### config.mk
export PLATFORM = sky130hd
export DESIGN_NAME = data_generator
export DESIGN_NICKNAME = d
export VERILOG_FILES = /design/src/rtl/data_generator.sv
export SDC_FILE = /design/constraint.sdc
export NUM_CORES = 1
export LEC_CHECK = 0
export ABC_AREA = 1
export CAP_MARGIN = 0
export CORE_ASPECT_RATIO = 0.8
export CORE_MARGIN = 8
export CORE_UTILIZATION = 50
export CTS_CLUSTER_SIZE = 25
export DETAILED_ROUTE_END_ITERATION = 12
export MAX_ROUTING_LAYER = met4
export PLACE_DENSITY = 0.68
export SYNTH_ARGS = -nofsm -noshare
export SYNTH_HDL_FRONTEND = slang
export SYNTH_SLANG_ARGS = --single-unit
### constraint.sdc
create_clock -name Clock -period 2.6 [get_ports Clock]
set_clock_uncertainty 0.1 [all_clocks]
set_input_delay 0.78 -clock Clock [delete_from_list [all_inputs] [get_ports Clock]]
set_output_delay 0.78 -clock Clock [all_outputs]
set_load 0.02 [all_outputs]
### src/rtl/data_generator.sv
// ============================================================================
// Module   : data_generator
// Purpose  : Push-button driven Size-bit test word with debounce, auto-repeat
//            and saturation at both ends.
// Revision : 1.0
// ============================================================================
`timescale 1ns/1ps
`default_nettype none

module data_generator #(
  parameter int    Size               = 3,
  parameter string Signed             = "Yes",
  parameter int    ClockPeriod_ns     = 20,
  parameter int    FilterPeriod_ns    = 100,
  parameter int    PauseInterval_ns   = 2500,
  parameter int    RepeatsInterval_ns = 1500
) (
  input  logic            Clock,
  input  logic            Reset,
  input  logic            Button_Up,
  input  logic            Button_Reset,
  input  logic            Button_Down,
  output logic [Size-1:0] Data
);

  localparam int c_FILTER_CYCLES = (FilterPeriod_ns / ClockPeriod_ns) < 1 ? 1
                                 : (FilterPeriod_ns / ClockPeriod_ns);
  localparam int c_PAUSE_CYCLES  = (PauseInterval_ns / ClockPeriod_ns) < 1 ? 1
                                 : (PauseInterval_ns / ClockPeriod_ns);
  localparam int c_REPEAT_CYCLES = (RepeatsInterval_ns / ClockPeriod_ns) < 1 ? 1
                                 : (RepeatsInterval_ns / ClockPeriod_ns);
  localparam int c_TMR_MAX       = (c_PAUSE_CYCLES > c_REPEAT_CYCLES) ? c_PAUSE_CYCLES
                                 : c_REPEAT_CYCLES;
  localparam int c_DB_W          = (c_FILTER_CYCLES > 1) ? $clog2(c_FILTER_CYCLES) : 1;
  localparam int c_TMR_W         = $clog2(c_TMR_MAX + 1);
  localparam bit c_SIGNED        = (Signed == "Yes");

  localparam logic [c_DB_W-1:0]  c_DB_LAST   = c_DB_W'(c_FILTER_CYCLES - 1);
  localparam logic [c_TMR_W-1:0] c_PAUSE_TGT = c_TMR_W'(c_PAUSE_CYCLES);
  localparam logic [c_TMR_W-1:0] c_REP_TGT   = c_TMR_W'(c_REPEAT_CYCLES);
  localparam logic [Size-1:0]    c_MAX       = c_SIGNED ? {1'b0, {(Size-1){1'b1}}}
                                             : {Size{1'b1}};
  localparam logic [Size-1:0]    c_MIN       = c_SIGNED ? {1'b1, {(Size-1){1'b0}}}
                                             : {Size{1'b0}};

  // Bit order for all per-button vectors: [0]=Up, [1]=Down, [2]=Reset (1 = released)
  logic [2:0]      w_btn_raw;
  logic [2:0]      r_sync1;
  logic [2:0]      r_sync2;
  logic [2:0]      w_db;
  logic [2:0]      r_db_q;
  logic [1:0]      w_press;
  logic [1:0]      w_evt;
  logic [Size-1:0] r_data;

  assign w_btn_raw = {Button_Reset, Button_Down, Button_Up};

  always_ff @(posedge Clock or posedge Reset) begin
    if (Reset) begin
      r_sync1 <= 3'b111;
      r_sync2 <= 3'b111;
      r_db_q  <= 3'b111;
    end else begin
      r_sync1 <= w_btn_raw;
      r_sync2 <= r_sync1;
      r_db_q  <= w_db;
    end
  end

  // Debounced state flips only after c_FILTER_CYCLES consecutive differing samples
  for (genvar gi = 0; gi < 3; gi++) begin : g_debounce
    logic              r_state;
    logic [c_DB_W-1:0] r_cnt;

    always_ff @(posedge Clock or posedge Reset) begin
      if (Reset) begin
        r_state <= 1'b1;
        r_cnt   <= '0;
      end else if (r_sync2[gi] == r_state) begin
        r_cnt   <= '0;
      end else if (r_cnt == c_DB_LAST) begin
        r_state <= r_sync2[gi];
        r_cnt   <= '0;
      end else begin
        r_cnt   <= r_cnt + 1'b1;
      end
    end

    assign w_db[gi] = r_state;
  end

  assign w_press = ~w_db[1:0] & r_db_q[1:0];

  // Per-direction step events: press, then one after the pause, then periodic
  for (genvar gi = 0; gi < 2; gi++) begin : g_repeat
    logic               r_rep;
    logic [c_TMR_W-1:0] r_tmr;
    logic               w_timed;

    assign w_timed   = ~w_db[gi] & (r_tmr == (r_rep ? c_REP_TGT : c_PAUSE_TGT));
    assign w_evt[gi] = w_press[gi] | w_timed;

    always_ff @(posedge Clock or posedge Reset) begin
      if (Reset) begin
        r_tmr <= '0;
        r_rep <= 1'b0;
      end else if (w_db[gi]) begin
        r_tmr <= '0;
        r_rep <= 1'b0;
      end else if (w_press[gi]) begin
        r_tmr <= c_TMR_W'(1);
        r_rep <= 1'b0;
      end else if (w_timed) begin
        r_tmr <= c_TMR_W'(1);
        r_rep <= 1'b1;
      end else begin
        r_tmr <= r_tmr + 1'b1;
      end
    end
  end

  // Reset button dominates; simultaneous Up/Down events cancel out
  always_ff @(posedge Clock or posedge Reset) begin
    if (Reset) begin
      r_data <= '0;
    end else if (!w_db[2]) begin
      r_data <= '0;
    end else if (w_evt == 2'b01 && r_data != c_MAX) begin
      r_data <= r_data + 1'b1;
    end else if (w_evt == 2'b10 && r_data != c_MIN) begin
      r_data <= r_data - 1'b1;
    end
  end

  assign Data = r_data;

endmodule

`default_nettype wire

==> load_flow_metrics.sql, run 1 <==
INSERT INTO impl_metrics (metric_group, metric, value, unit) VALUES
('setup_path', 'reg2reg_depth', '15', ''),
('setup_path', 'crit_arrival', '1.39', 'ns'),
('finish', 'area_delta_synth_final', '11.5', '%'),
('sta', 'grt_setup_unrepaired', 'false', ''),
('die', 'floorplan.die_area', '6020', 'µm²'),
('detailed_routing', 'dr.pass1.iters', '4', ''),
('yosys', 'synth_cell_types', '24', ''),
('sta', 'max_freq', '440', 'MHz'),
('sta', 'finalCriticalPeriod', '2.27', 'ns'),
('clocking', 'insertion_delay', '0.29', 'ns'),
('pwr', 'power_density', '960', 'nW/µm²'),
('setup_path', 'crit_end', 'Data[2]', ''),
('setup_path', 'worst-path-max-fanout', '5', ''),
('clocking', 'cts-htree-levels', '2', ''),
('clocking', 'post-cts-setup-buffers', '0', ''),
('yosys', 'synthesized_area_fraction_occupied_by_ao_oa_aoi_and_oai_cells', '3.18', '%'),
('detailed_routing', 'detailroute.wirelength.met3', '76', 'µm'),
('yosys', 'synthXorXnorAreaFrac', '6.02', '%'),
('global_route', 'grt_use_total', '12.1', '%'),
('yosys', 'post_synth_fa_ha_maj_area_fraction', '6.35', '%'),
('placement', 'numPortBuffers', '7', ''),
('setup_path', 'worst_path_dominant_cell_family', 'buffers and inverters', ''),
('die', 'fp.dieW', '84.8', 'µm'),
('yosys', 'postSynthNetCount', '213', ''),
('setup_path', 'timing.critical_path.required', '1.72', 'ns'),
('setup_path', 'cp-start-kind', 'register', ''),
('yosys', 'synth.yosys.warnings', '0', ''),
('setup_path', 'path_cells', 'clkdlybuf4s50_1', ''),
('clocking', 'cts_resizes', '0', ''),
('yosys', 'most_instantiated_cells_after_synthesis', 'sky130_fd_sc_hd__inv_1, sky130_fd_sc_hd__nand2_1, sky130_fd_sc_hd__nor2_1', ''),
('die', 'initial_utilization', '51.0', '%'),
('yosys', 'synth_top_cell_area_share', '37.1', '%'),
('setup_path', 'crit-reg2reg-capture', 'Data[2]$_DFFE_PP0P_', ''),
('clocking', 'clockBufferDepth', '2', ''),
('setup_path', 'slowest_cell_on_crit_path', 'sky130_fd_sc_hd__clkdlybuf4s50_1', ''),
('clocking', 'cts_root_buffer', 'sky130_fd_sc_hd__clkbuf_8', ''),
('setup_path', 'timing.rr.start', 'g_repeat[1].r_tmr[2]$_DFF_PP0_', ''),
('pwr', 'ir_worst_vdd', '469', 'µV'),
('detailed_routing', 'topRoutingLayerUsed', 'met4', ''),
('detailed_routing', 'wl_per_cell', '11.8', 'µm'),
('finish', 'fillers', '318', ''),
('sta', 'slew_headroom', '68.9', '%'),
('yosys', 'number_of_flip_flops_and_latches_in_the_synthesized_netlist', '39', ''),
('yosys', 'synth_area_leaders', 'sky130_fd_sc_hd__dfrtp_1, sky130_fd_sc_hd__dfstp_2, sky130_fd_sc_hd__inv_1, sky130_fd_sc_hd__nand2_1, sky130_fd_sc_hd__nor2_1', ''),
('clocking', 'number_of_clock_buffers_inserted_by_tritoncts', '5', ''),
('run_status', 'outcome', 'finished, final reports clean', ''),
('yosys', 'postSynth.asyncResetShare', '100', '%'),
('global_route', 'grt_first_pass_wirelength', '5590', 'µm'),
('global_route', 'globalRoute.totalOverflow', '0', ''),
('yosys', 'synthFlopType', 'sky130_fd_sc_hd__dfrtp_1', ''),
('finish', 'insertedDiodeCount', '0', ''),
('global_route', 'antenna_violations_before_repair', '0', ''),
('setup_path', 'critical_path_capture_point_type', 'output port', ''),
('detailed_routing', 'drcViolationCount', '0', ''),
('placement', 'dp_slack', '0.346', 'ns'),
('global_route', 'grt_start_max_net_pins', '40', ''),
('detailed_routing', 'count_of_nets_left_with_antenna_violations_after_detail_routing', '0', ''),
('placement', 'place_hpwl', '2260', 'µm'),
('yosys', 'post_synth.cell_area_avg', '9.50', 'µm²'),
('setup_path', 'worst_setup_path_startpoint', 'Data[2]$_DFFE_PP0P_', ''),
('global_route', 'via_count_of_the_first_global_routing_pass', '1335', ''),
('die', 'floorplan.die.height', '71', 'µm'),
('sta', 'hold_slack', '0.257', 'ns'),
('yosys', 'synth.mux.area_fraction', '0', '%'),
('clocking', 'clkSinkCount', '39', ''),
('min_path', 'hold_path_class', 'register to register', ''),
('yosys', 'yosysMostFrequentCell', 'sky130_fd_sc_hd__inv_1', ''),
('finish', 'area.sequential', '990', 'µm²'),
('detailed_routing', 'wirelength_met1', '1400', 'µm'),
('clocking', 'cts_tree', 'built', ''),
('detailed_routing', 'wl_met2', '1540', 'µm');
[metrics by stage]
step	power [mW]	utilization [%]	area (µm²)
final	2.02	56.9	2110
after global routing	2.21	56.9	2110
after CTS	2.05	56.9	2110
after detailed placement	1.65	54.6	2020
after global placement	1.59	54.6	2020
after floorplan	1.46	-	1890
[worst min-delay path by stage]
stage / startpoint / endpoint / slack, ns / cells after the start
5_1_grt: r_sync1[2]$_DFF_PP1_ / r_sync2[2]$_DFF_PP1_ / 0.26 / 0
4_1_cts: r_sync1[1]$_DFF_PP1_ / r_sync2[1]$_DFF_PP1_ / 0.26 / 0
3_3_place_gp: r_sync1[0]$_DFF_PP1_ / r_sync2[0]$_DFF_PP1_ / 0.25 / 0
2_1_floorplan: r_sync1[0]$_DFF_PP1_ / r_sync2[0]$_DFF_PP1_ / 0.25 / 0
6_report: r_sync1[1]$_DFF_PP1_ / r_sync2[1]$_DFF_PP1_ / 0.26 / 0
3_5_place_dp: r_sync1[2]$_DFF_PP1_ / r_sync2[2]$_DFF_PP1_ / 0.25 / 0
[placed cells by master (no fill, tap or decap)]
cell type                         Yosys  layout
sky130_fd_sc_hd__xor2_1               6       6
sky130_fd_sc_hd__clkdlybuf4s50_1      0       7
sky130_fd_sc_hd__nand2_1             33      33
sky130_fd_sc_hd__clkinvlp_4           0       1
sky130_fd_sc_hd__a21oi_2              1       1
sky130_fd_sc_hd__xnor2_1              7       7
sky130_fd_sc_hd__dfstp_2             11      11
sky130_fd_sc_hd__a21oi_1              2       2
sky130_fd_sc_hd__nand3_1             11      11
sky130_fd_sc_hd__clkinv_2             0       1
sky130_fd_sc_hd__nor3b_1              3       3
sky130_fd_sc_hd__nor3_1               1       1
sky130_fd_sc_hd__nor2_1              31      31
sky130_fd_sc_hd__inv_1               35      35
sky130_fd_sc_hd__nand3_4              3       3
sky130_fd_sc_hd__inv_2                1       1
sky130_fd_sc_hd__ha_1                 8       8
sky130_fd_sc_hd__nand3_2              2       2
sky130_fd_sc_hd__a21oi_4              1       1
sky130_fd_sc_hd__o21ai_0              1       1
sky130_fd_sc_hd__o21ai_1              1       1
sky130_fd_sc_hd__nand2_2              4       4
sky130_fd_sc_hd__clkbuf_8             0       5
sky130_fd_sc_hd__fa_1                 1       1
sky130_fd_sc_hd__dfrtp_1             28      28
sky130_fd_sc_hd__nand4_1              5       5
sky130_fd_sc_hd__nor2_8               1       1
sky130_fd_sc_hd__buf_4                0       1
sky130_fd_sc_hd__clkbuf_1             0       1
sky130_fd_sc_hd__a211oi_1             2       2
[registers in the layout, summed over array words and instances (netlist names)]
signal / cells
r_db_q: 2
g_debounce.r_cnt: 9
g_repeat.r_tmr: 14
g_repeat.r_rep: 2
r_sync2: 3
r_sync1: 3
Data: 3
g_debounce.r_state: 3
[power by group]
| part | leakage (nW) | total, mW | switching (mW) | internal [mW] |
|---|---|---|---|---|
| Clock | 0.0412 | 0.392 | 0.204 | 0.187 |
| Sequential | 0.490 | 0.930 | 0.140 | 0.790 |
| Combinational | 0.494 | 0.703 | 0.427 | 0.276 |
| Total | 1.03 | 2.02 | 0.771 | 1.25 |
[cell type report]
| type | instances | area share, % |
|---|---|---|
| repair buffers | 8 | 3.68 |
| multi-input cells | 124 | 36.3 |
| flip-flops and latches | 39 | 46.9 |
| inverters | 36 | 6.41 |
| clock buffers | 6 | 3.44 |
| well taps | 44 | 2.61 |
| clock inverters | 2 | 0.593 |
[metal layers]
layer / GRT usage [%] / vias to the layer above
li1: - / 636
met1: 12.5 / 588
met2: 21.0 / 8
met3: 3.47 / 7
met4: 5.31 / 0
met5: - / -
[cells by family (layout without fill, tap and decap cells)]
kind of cell | after synthesis | count (layout)
flip-flops | 39 | 39
buffers and inverters | 36 | 52
AND/OR/NAND/NOR | 94 | 94
AO/OA/AOI/OAI | 8 | 8
adder cells (fa/ha/maj) | 9 | 9
XOR/XNOR | 13 | 13
Power figures use the tool's default switching activity.
==> run 2: changes to the inputs <==
- CAP_MARGIN: 0 -> 20
==> results of run 2 <==
No change in the layout: final DEF, timing and power equal those of run 1.
==> run 3: changes to the inputs <==
- REMOVE_ABC_BUFFERS: not set -> 1
==> results of run 3 <==
No change in the layout: final DEF, timing and power equal those of run 1.
